**src/rtl/cordic_pkg.sv**
```systemverilog
// Shared constants, field widths, FSM state type and arctangent table
// for the rotation-mode CORDIC.
package cordic_pkg;

    localparam int AMP_W = 12;
    localparam int PH_W  = 14;
    localparam int XY_W  = 12;

    localparam logic signed [PH_W-1:0] PI      = 14'sd3217;
    localparam logic signed [PH_W-1:0] PI_HALF = 14'sd1608;

    // 0.60725 in Q0.12, inverse of the CORDIC gain
    localparam logic [AMP_W-1:0] K_GAIN = 12'd2487;

    typedef enum logic [1:0] {
        IDLE,
        PRE,
        ITER,
        DONE
    } state_t;

    // atan(2^-i) in Q3.10 radians
    function automatic logic signed [PH_W-1:0] atan_lut(input logic [3:0] idx);
        case (idx)
            4'd0:    return 14'sd804;
            4'd1:    return 14'sd475;
            4'd2:    return 14'sd251;
            4'd3:    return 14'sd127;
            4'd4:    return 14'sd64;
            4'd5:    return 14'sd32;
            4'd6:    return 14'sd16;
            4'd7:    return 14'sd8;
            4'd8:    return 14'sd4;
            4'd9:    return 14'sd2;
            4'd10:   return 14'sd1;
            default: return 14'sd0;
        endcase
    endfunction

endpackage

```
**src/rtl/cordic_rot_step.sv**
```systemverilog
// One combinational CORDIC micro-rotation in rotation mode: the sign of
// the residual angle picks the rotation direction for step i.
module cordic_rot_step
    import cordic_pkg::*;
#(
    parameter int W_INT = 16
) (
    input  logic signed [W_INT-1:0] i_x,
    input  logic signed [W_INT-1:0] i_y,
    input  logic signed [PH_W-1:0]  i_z,
    input  logic        [3:0]       i_iter,
    output logic signed [W_INT-1:0] o_x,
    output logic signed [W_INT-1:0] o_y,
    output logic signed [PH_W-1:0]  o_z
);

    logic                    w_dpos;
    logic signed [W_INT-1:0] w_xs;
    logic signed [W_INT-1:0] w_ys;
    logic signed [PH_W-1:0]  w_atan;

    assign w_dpos = ~i_z[PH_W-1];
    assign w_xs   = i_x >>> i_iter;
    assign w_ys   = i_y >>> i_iter;
    assign w_atan = atan_lut(i_iter);

    // Rotate towards zero residual angle; z wraps in 14 bits
    always_comb begin
        o_x = i_x;
        o_y = i_y;
        o_z = i_z;
        if (w_dpos) begin
            o_x = i_x - w_ys;
            o_y = i_y + w_xs;
            o_z = i_z - w_atan;
        end else begin
            o_x = i_x + w_ys;
            o_y = i_y - w_xs;
            o_z = i_z + w_atan;
        end
    end

endmodule

```
**src/rtl/cordic_rotation_axis.sv**
```systemverilog
// Rotation-mode CORDIC with AXI-Stream in/out: {Amp, Phase} -> {X, Y}.
// Iterative core, one micro-rotation per clock, one sample in flight.
module cordic_rotation_axis
    import cordic_pkg::*;
#(
    parameter int N_ITER = 12,
    parameter int W_INT  = 16
) (
    input  logic        CLK,
    input  logic        RSTN,
    input  logic        s_axis_tvalid,
    output logic        s_axis_tready,
    input  logic [31:0] s_axis_tdata,
    output logic        m_axis_tvalid,
    input  logic        m_axis_tready,
    output logic [31:0] m_axis_tdata
);

    localparam logic [3:0] LAST_ITER = 4'(N_ITER - 1);
    localparam logic signed [W_INT-1:0] XY_MAX = W_INT'(2047);
    localparam logic signed [W_INT-1:0] XY_MIN = -W_INT'(2048);

    state_t                  r_state;
    logic [3:0]              r_cnt;
    logic [AMP_W-1:0]        r_amp;
    logic signed [PH_W-1:0]  r_phase;
    logic signed [W_INT-1:0] r_x;
    logic signed [W_INT-1:0] r_y;
    logic signed [PH_W-1:0]  r_z;
    logic                    r_tvalid;
    logic [31:0]             r_tdata;

    logic [23:0]             w_prod;
    logic signed [W_INT-1:0] w_gain;
    logic                    w_fold_pos;
    logic                    w_fold_neg;
    logic signed [W_INT-1:0] w_x0;
    logic signed [PH_W-1:0]  w_z0;
    logic signed [W_INT-1:0] w_step_x;
    logic signed [W_INT-1:0] w_step_y;
    logic signed [PH_W-1:0]  w_step_z;
    logic                    w_unused_bits;

    function automatic logic [XY_W-1:0] f_sat(input logic signed [W_INT-1:0] v);
        if (v > XY_MAX) return XY_MAX[XY_W-1:0];
        if (v < XY_MIN) return XY_MIN[XY_W-1:0];
        return v[XY_W-1:0];
    endfunction

    assign s_axis_tready = (r_state == IDLE) && RSTN;
    assign m_axis_tvalid = r_tvalid;
    assign m_axis_tdata  = r_tdata;

    // Gain compensation rounded half-up: (Amp*K + 2^11) >> 12, at most 2486
    assign w_prod = {12'd0, r_amp} * {12'd0, K_GAIN} + 24'd2048;
    assign w_gain = $signed({{(W_INT-AMP_W){1'b0}}, w_prod[23:12]});

    // Fold phases beyond +-pi/2 into the CORDIC convergence range
    assign w_fold_pos = (r_phase > PI_HALF);
    assign w_fold_neg = (r_phase < -PI_HALF);
    assign w_x0 = (w_fold_pos || w_fold_neg) ? -w_gain : w_gain;
    assign w_z0 = w_fold_pos ? (r_phase - PI) :
                  w_fold_neg ? (r_phase + PI) : r_phase;

    assign w_unused_bits = ^{s_axis_tdata[31:28], s_axis_tdata[15:14], w_prod[11:0]};

    cordic_rot_step #(
        .W_INT(W_INT)
    ) u_step (
        .i_x   (r_x),
        .i_y   (r_y),
        .i_z   (r_z),
        .i_iter(r_cnt),
        .o_x   (w_step_x),
        .o_y   (w_step_y),
        .o_z   (w_step_z)
    );

    // Sample FSM: capture, initialise, iterate, hold result until taken.
    // The final micro-rotation is saturated straight into the output register.
    always_ff @(posedge CLK) begin
        if (!RSTN) begin
            r_state  <= IDLE;
            r_cnt    <= '0;
            r_tvalid <= 1'b0;
            r_tdata  <= '0;
        end else begin
            case (r_state)
                IDLE: begin
                    if (s_axis_tvalid) begin
                        r_amp   <= s_axis_tdata[27:16];
                        r_phase <= $signed(s_axis_tdata[13:0]);
                        r_state <= PRE;
                    end
                end
                PRE: begin
                    r_x     <= w_x0;
                    r_y     <= '0;
                    r_z     <= w_z0;
                    r_cnt   <= '0;
                    r_state <= ITER;
                end
                ITER: begin
                    r_x <= w_step_x;
                    r_y <= w_step_y;
                    r_z <= w_step_z;
                    if (r_cnt == LAST_ITER) begin
                        r_tdata  <= {4'd0, f_sat(w_step_x), 4'd0, f_sat(w_step_y)};
                        r_tvalid <= 1'b1;
                        r_cnt    <= '0;
                        r_state  <= DONE;
                    end else begin
                        r_cnt <= r_cnt + 4'd1;
                    end
                end
                DONE: begin
                    if (m_axis_tready) begin
                        r_tvalid <= 1'b0;
                        r_state  <= IDLE;
                    end
                end
                default: r_state <= IDLE;
            endcase
        end
    end

endmodule

```
**config.mk**
```make
export PLATFORM = sky130hd
export DESIGN_NAME = cordic_rotation_axis
export DESIGN_NICKNAME = d
export VERILOG_FILES = /design/src/rtl/cordic_pkg.sv /design/src/rtl/cordic_rot_step.sv /design/src/rtl/cordic_rotation_axis.sv
export SDC_FILE = /design/constraint.sdc
export NUM_CORES = 1
export LEC_CHECK = 0
export ABC_AREA = 1
export CAP_MARGIN = 10
export CORE_MARGIN = 1.5
export CORE_UTILIZATION = 55
export DETAILED_ROUTE_END_ITERATION = 10
export PLACE_DENSITY = 0.86
export RECOVER_POWER = 100
export SLEW_MARGIN = 5
export SYNTH_ARGS = -nofsm -noshare
export SYNTH_HDL_FRONTEND = slang
export SYNTH_SLANG_ARGS = --single-unit
export TNS_END_PERCENT = 20
```
**constraint.sdc**
```tcl
create_clock -name CLK -period 7.3 [get_ports CLK]
set_input_delay 1.46 -clock CLK [delete_from_list [all_inputs] [get_ports CLK]]
set_output_delay 1.46 -clock CLK [all_outputs]
set_load 0.1 [all_outputs]
```
[Word-level counts from Yosys, hierarchy flattened]
Memories as Yosys holds them, arrays and structs flattened. A register that Yosys moved wholly into a read port is not among the register bits.
Index checks and enable logic that the tools add are counted.
Storage, ports and cells
  memories kept: 1
  input bits: 36
  bits in registers: 103
  output and inout port bits: 34
  bits in read-only memories: 160
  logic and storage cells: 93
Memories
  (name not given): words 16, width 10, read ports 1, clocked after Yosys merged registers in 1, write ports 0, RTL line cordic_pkg.sv:24  | case (idx)
Cells by class
  $lt $le $gt $ge: 6
  multiply operators: 1
  eq/ne operators: 7
  muxes and demuxes: 46
  shift operators: 2
  reduce and logical (&&, ||, !) cells: 10
  add/sub/neg operators: 11
Operators with widths (count)
  12-bit two-way mux: 8
  16-bit one-hot mux with 2 select lines: 2
  16-bit two-way mux: 3
  14-bit two-way mux: 3
  16-bit adder: 2
  16-bit by 12-bit greater-than comparator with 1-bit output, second input constant: 2
  16-bit by 12-bit < comparator with 1-bit output, second input constant: 2
  16-bit by 4-bit >>> shifter with 16-bit output: 2
  16-bit subtractor: 2
  14-bit one-hot mux with 2 select lines: 1
  24-bit by 12-bit adder with 24-bit output, second input constant: 1
  12-bit by 12-bit multiplier with 24-bit output, second input constant: 1
  1-bit two-way mux: 20
  12-bit negation with 16-bit output: 1
  14-bit by 13-bit adder with 14-bit output, second input constant: 1
  14-bit adder: 1
  14-bit by 12-bit greater-than comparator with 1-bit output, second input constant: 1
  14-bit by 12-bit < comparator with 1-bit output, second input constant: 1
  14-bit by 13-bit subtractor with 14-bit output, second input constant: 1
  14-bit subtractor: 1
  4-bit two-way mux: 3
  3-bit AND reduction: 3
  2-bit one-hot mux with 4 select lines: 1
  4-bit one-hot mux with 2 select lines: 1
  12 further kinds: 19

[Depth between registers and ports, before layout]
  word-level depth: 14
  depth in mapped cells: 34
  gate-level depth less buffers: 32

[Hierarchy]
Synthesis repeated with hierarchy kept, for this count alone.
Unflattened totals
  cell total of the unflattened synthesis: 1789
  area, all modules: 12580.8 um^2
By module, submodules not included
  cordic_rotation_axis: area each 8146.6 um^2, instances 1, seq. area each 2782.7 um^2, cells each 967
  cordic_rot_step: area each 4434.3 um^2, instances 1, seq. area each 0.0 um^2, cells each 822

[Worst setup path after synthesis]
No wires, ideal clock.
  path kind: register -> register
  start point: reg r_amp[9]
  end point: reg r_x[12], data pin
  slack: 2.196 ns
  required time: 7.032 ns
  library setup time: 0.268 ns
  cell stages (with the launch flop): 23
  buffers on the path: 0
  arrival: 4.836 ns
  period minus slack after synthesis: 5.104 ns
  cells stage by stage: edfxtp_1 -> ha_1 -> fa_1 -> inv_1 -> fa_1 -> inv_1 -> fa_1 -> inv_1 -> fa_1 -> inv_1 -> ha_1 -> a21oi_1 -> o21ai_0 -> a21oi_1 -> xor2_1 -> ha_1 -> nand3_1 -> nor2_1 -> nand3_1 -> inv_1 -> nand2_1 -> o21ai_0 -> o21ai_0
On the way
  cells in the longest elaborated chain, start to end: 5
Ends and longest elaborated chain
  start, declared: RTL line cordic_rotation_axis.sv:25  | logic [AMP_W-1:0] r_amp;
  start signal, assigned: RTL line cordic_rotation_axis.sv:91  | r_amp <= s_axis_tdata[27:16];
  12-bit by 12-bit multiplier with 24-bit output: RTL line cordic_rotation_axis.sv:55  | assign w_prod = {12'd0, r_amp} * {12'd0, K_GAIN} + 24'd2048;
  24-bit by 12-bit adder with 24-bit output: RTL line cordic_rotation_axis.sv:55
  12-bit negation with 16-bit output: RTL line cordic_rotation_axis.sv:61  | assign w_x0 = (w_fold_pos || w_fold_neg) ? -w_gain : w_gain;
  16-bit two-way mux: RTL line cordic_rotation_axis.sv:61
  16-bit one-hot mux with 2 select lines: RTL line cordic_rotation_axis.sv:88  | case (r_state)
  end signal, assigned: RTL line cordic_rotation_axis.sv:97  | r_x <= w_x0;
  end signal, assigned: RTL line cordic_rotation_axis.sv:104  | r_x <= w_step_x;
  end, declared: RTL line cordic_rotation_axis.sv:27  | logic signed [W_INT-1:0] r_x;
Every way passes these cells.
A chain may end at the register's enable or synchronous reset.

[Worst setup path in the final report]
  start point: reg r_cnt[2]
  end point: reg r_tdata[24] (netlist: m_axis_tdata[24])
On the way
  cells in the longest elaborated chain, start to end: 11
  elaborated cells between the ends (all ways): 20
  classes of those cells: 2 x add/sub; 2 x order compare; 1 x eq/ne; 1 x shift; 13 x mux; 1 x reduce/logical
Ends and longest elaborated chain
  start, declared: RTL line cordic_rotation_axis.sv:24  | logic [3:0] r_cnt;
  start signal, assigned: RTL line cordic_rotation_axis.sv:113  | r_cnt <= r_cnt + 4'd1;
  16-bit by 4-bit >>> shifter with 16-bit output: RTL line cordic_rot_step.sv:24  | assign w_ys = i_y >>> i_iter;
  16-bit subtractor or 16-bit adder (tied branches): RTL line cordic_rot_step.sv:33, cordic_rot_step.sv:37
  16-bit two-way mux: RTL line cordic_rot_step.sv:32  | if (w_dpos) begin
  16-bit by 12-bit < comparator with 1-bit output: RTL line cordic_rotation_axis.sv:46  | if (v < XY_MIN) return XY_MIN[XY_W-1:0];
  1-bit two-way mux (2 in series): RTL line cordic_rotation_axis.sv:46
  1-bit two-way mux: RTL line cordic_rotation_axis.sv:107  | if (r_cnt == LAST_ITER) begin
  1-bit two-way mux: RTL line cordic_rotation_axis.sv:88
  1-bit two-way mux: RTL line cordic_rotation_axis.sv:82  | if (!RSTN) begin
  12-bit two-way mux: RTL line cordic_rotation_axis.sv:47  | return v[XY_W-1:0];
  12-bit two-way mux: RTL line cordic_rotation_axis.sv:46
  end signal, assigned: RTL line cordic_rotation_axis.sv:108  | r_tdata <= {4'd0, f_sat(w_step_x), 4'd0, f_sat(w_step_y)};
  end, declared: RTL line cordic_rotation_axis.sv:31  | logic [31:0] r_tdata;
Parallel ways exist; a longest one is shown, timed or not. The select of a mux whose other input is x is not followed.

==> impl_metrics.py <==
metrics = {
    "timing": {
        "finalSetupTns_ns": 0,
        "slew-limit-headroom": -0.1132,
        "period_share": 0.8315,
        "rsz0062_at_grt": "false",
        "fmaxAchievable_mhz": 164.7,
        "maxSlewViolCount": 28,
        "setup_viol": 0,
        "min_period_ns": 6.070,
        "worst_slack_ns": 1.230,
        "fin_skew_ns": 0.01729,
        "hold_violations": 0,
        "tightest_slew_ns": 1.670,
        "fin_hold_ws_ns": 0.4638,
    },
    "yosys": {
        "synth_top_area_frac": 0.1705,
        "synth_warnings": 0,
        "synthTopCellsByArea": "edfxtp_1, ha_1, nand2_1",
        "synth_area_sq_mm": 0.01268,
        "async_flop_share": 0,
        "synth.distinct_cells": 53,
        "yosys_register_bits": 113,
        "seq_area_frac_synth": 0.2352,
        "yosysTopAreaCell": "edfxtp_1",
        "syn_inst": 1746,
        "syn_area_per_cell_sq_um": 7.264,
        "synth_edf_count": 72,
        "synth_ff_type": "edfxtp_1",
    },
    "global_routing": {
        "grt_usage": 0.2679,
        "antenna_found_initial": 0,
        "grt_max_degree": 53,
        "grt_first_pass_wirelength_um": 52300,
        "grt_pass1_vias": 11420,
        "overflow": 0,
    },
    "clock_tree": {
        "cts.sinks": 113,
        "clock_latency_ns": 0.43,
        "cts.path.max_buffers": 2,
        "clk_pin_slew_ns": 0.06,
        "cts_tree": "yes",
        "cts_root_buf": "clkbuf_16",
        "cts.repair.resized": 0,
        "post_cts_buffers": 0,
        "cts_buffers": 17,
        "hold_buffers": 0,
        "htreeDepth": 4,
    },
    "routing": {
        "wl_um": 30980,
        "antenna_left": 0,
        "top_layer_used": "met4",
        "wl_met1_um": 12680,
        "drtPass1Iterations": 7,
        "drt-vias-per-instance": 5.649,
        "num_vias": 11730,
        "wl_met2_um": 15230,
        "drt_first_iter_violations": 1226,
        "dr_wl_met3_um": 2026,
        "routedWlPerCell_um": 14.92,
        "route.detailed.drc": 0,
    },
    "setup_path": {
        "reg2reg_to": "m_axis_tdata[24]",
        "slowest_stage": "clkbuf_1",
        "crit_path_max_fanout": 32,
        "crit_top_cell": "nand2_1",
        "cp-start-kind": "register",
        "worst_setup_path_end_kind": "register",
        "crit_path_max_incr_delay_ns": 0.89,
        "critPathTopFamily": "buffers and inverters",
        "criticalPathCategory": "reg2reg",
        "reg2reg_depth": 30,
        "crit_buf_inv": 7,
        "path_depth": 30,
        "rr_startpoint": "r_cnt[2]",
        "rrSetupSlack_ns": 1.23,
        "critPathRequiredTime_ns": 7.60,
        "arrival_ns": 6.37,
    },
    "hold_path": {
        "holdPathEnd": "m_axis_tdata[11]",
        "holdPathStages": 2,
        "hp-class": "reg2reg",
        "min_from": "m_axis_tdata[11]",
    },
    "final_layout": {
        "design_area_sq_mm": 0.01387,
        "area_delta_synth_final_pct": 9.333,
        "antenna_cells": 0,
        "drive_above_1_share": 0.04241,
        "nets": 2006,
    },
    "floorplanning": {
        "io_pins": 70,
        "initial_core_util": 0.5602,
        "rows": 55,
        "core_sq_mm": 0.02264,
        "die_w_um": 154.9,
        "die_area_sq_mm": 0.02398,
        "die_h_um": 154.9,
    },
    "placed_design": {
        "dp_slack_ns": 1.385,
        "place_area_sq_mm": 0.01336,
        "dpl.hpwl_um": 23840,
        "gp_congestion": 0.9498,
        "portBuffers": 55,
    },
    "run": {
        "maxCapViolCount": 1,
    },
    "outcome": {
        "violations": "max-capacitance violations, max-slew violations",
        "status": "complete, but fails checks",
    },
}
## synthesized netlist by cell type, drive strengths merged (2+ instances only)
library cell and number:
nand2 403, inv 286, nand3 196, ha 133, a21oi 112, nor2 106, o21ai 105, edfxtp 72
fa 58, xor2 55, dfxtp 41, buf 32, clkbuf 24, nor3 20, xnor2 17, nand4 15
a31oi 10, a21o 8, o22ai 7, o21bai 6, o21a 5, and2 4, o31ai 4, or2 4
o211ai 3, a211oi 2, a22oi 2, a311oi 2, and3 2, nand3b 2, o221ai 2
## state kept, by name, summed over array words and instances (netlist names)
name           flops
r_y               16
r_state            2
r_phase           14
r_cnt              4
u_step.w_atan     10
r_amp             12
m_axis_tvalid      1
r_x               16
r_z               14
m_axis_tdata      24
## through the flow
| stage | cells | util |
|---|---|---|
| after floorplan | 1753 | - |
| after global placement | 2045 | 0.5901 |
| after detailed placement | 2045 | 0.5901 |
| after CTS | 2077 | 0.6153 |
| after global routing | 2077 | 0.6124 |
| final | 2077 | 0.6124 |
## cells by family after synthesis
logic type / Yosys count / share of synthesized area
and+or+nand+nor: 754 / 0.2605
buffers and inverters: 342 / 0.1104
adders and majority gates: 191 / 0.2228
DFF: 113 / 0.2352
xor gates and xnor gates: 72 / 0.04972
AOI/OAI and AO/OA: 273 / 0.1212
other: 1 / 0.0002957
## how the worst max path moves through the flow
stage,from,end
3_3_place_gp,r_amp[9],r_x[12]
2_1_floorplan,r_amp[9],r_x[12]
3_5_place_dp,r_amp[9],r_x[12]
6_report,r_cnt[2],m_axis_tdata[24]
4_1_cts,r_amp[5],r_x[12]
5_1_grt,r_cnt[2],m_axis_tdata[21]
## per-layer routing
| layer | GRT usage | vias to the layer above |
|---|---|---|
| met5 | 0 | - |
| met4 | 0.1026 | 0 |
| met3 | 0.04457 | 100 |
| met2 | 0.4743 | 429 |
| met1 | 0.3267 | 5416 |
| li1 | - | 5788 |
## cell type report
| cell class | instances | area, sq um |
|---|---|---|
| inverters | 286 | 1081 |
| flip-flops and latches | 113 | 2983 |
| fillers | 1920 | 8775 |
| well taps | 285 | 356.6 |
| clock inverters | 10 | 71.32 |
| repair buffers | 63 | 595.6 |
| clock buffers | 22 | 500.5 |
| multi-input cells | 1298 | 8278 |
## cells in the final DEF, fill, tap and decap left out, drive strengths merged, types with 3 or more instances in the layout
| cell type | instances |
|---|---|
| dlygate4sd3 | 53 |
| dfxtp | 41 |
| o21a | 5 |
| ha | 133 |
| o21ai | 105 |
| a21o | 8 |
| and2 | 4 |
| conb | 8 |
| nand2 | 403 |
| a31oi | 10 |
| edfxtp | 72 |
| xnor2 | 17 |
| nand4 | 15 |
| o22ai | 7 |
| o21bai | 6 |
| or2 | 4 |
| clkbuf | 26 |
| buf | 4 |
| nand3 | 196 |
| nor3 | 20 |
| o211ai | 3 |
| fa | 58 |
| clkinv | 5 |
| o31ai | 4 |
| a21oi | 112 |
| nor2 | 106 |
| inv | 290 |
| xor2 | 55 |
## worst min-delay path, delay by kind of cell, from the launching register on
family	cells	cell delay, ns
AO/OA/AOI/OAI	1	0.05
flip-flops	1	0.31
AND/OR/NAND/NOR	1	0.06
Power is not shown: default switching activity piles up to over one toggle a cycle in this logic, so the estimate is an artifact.
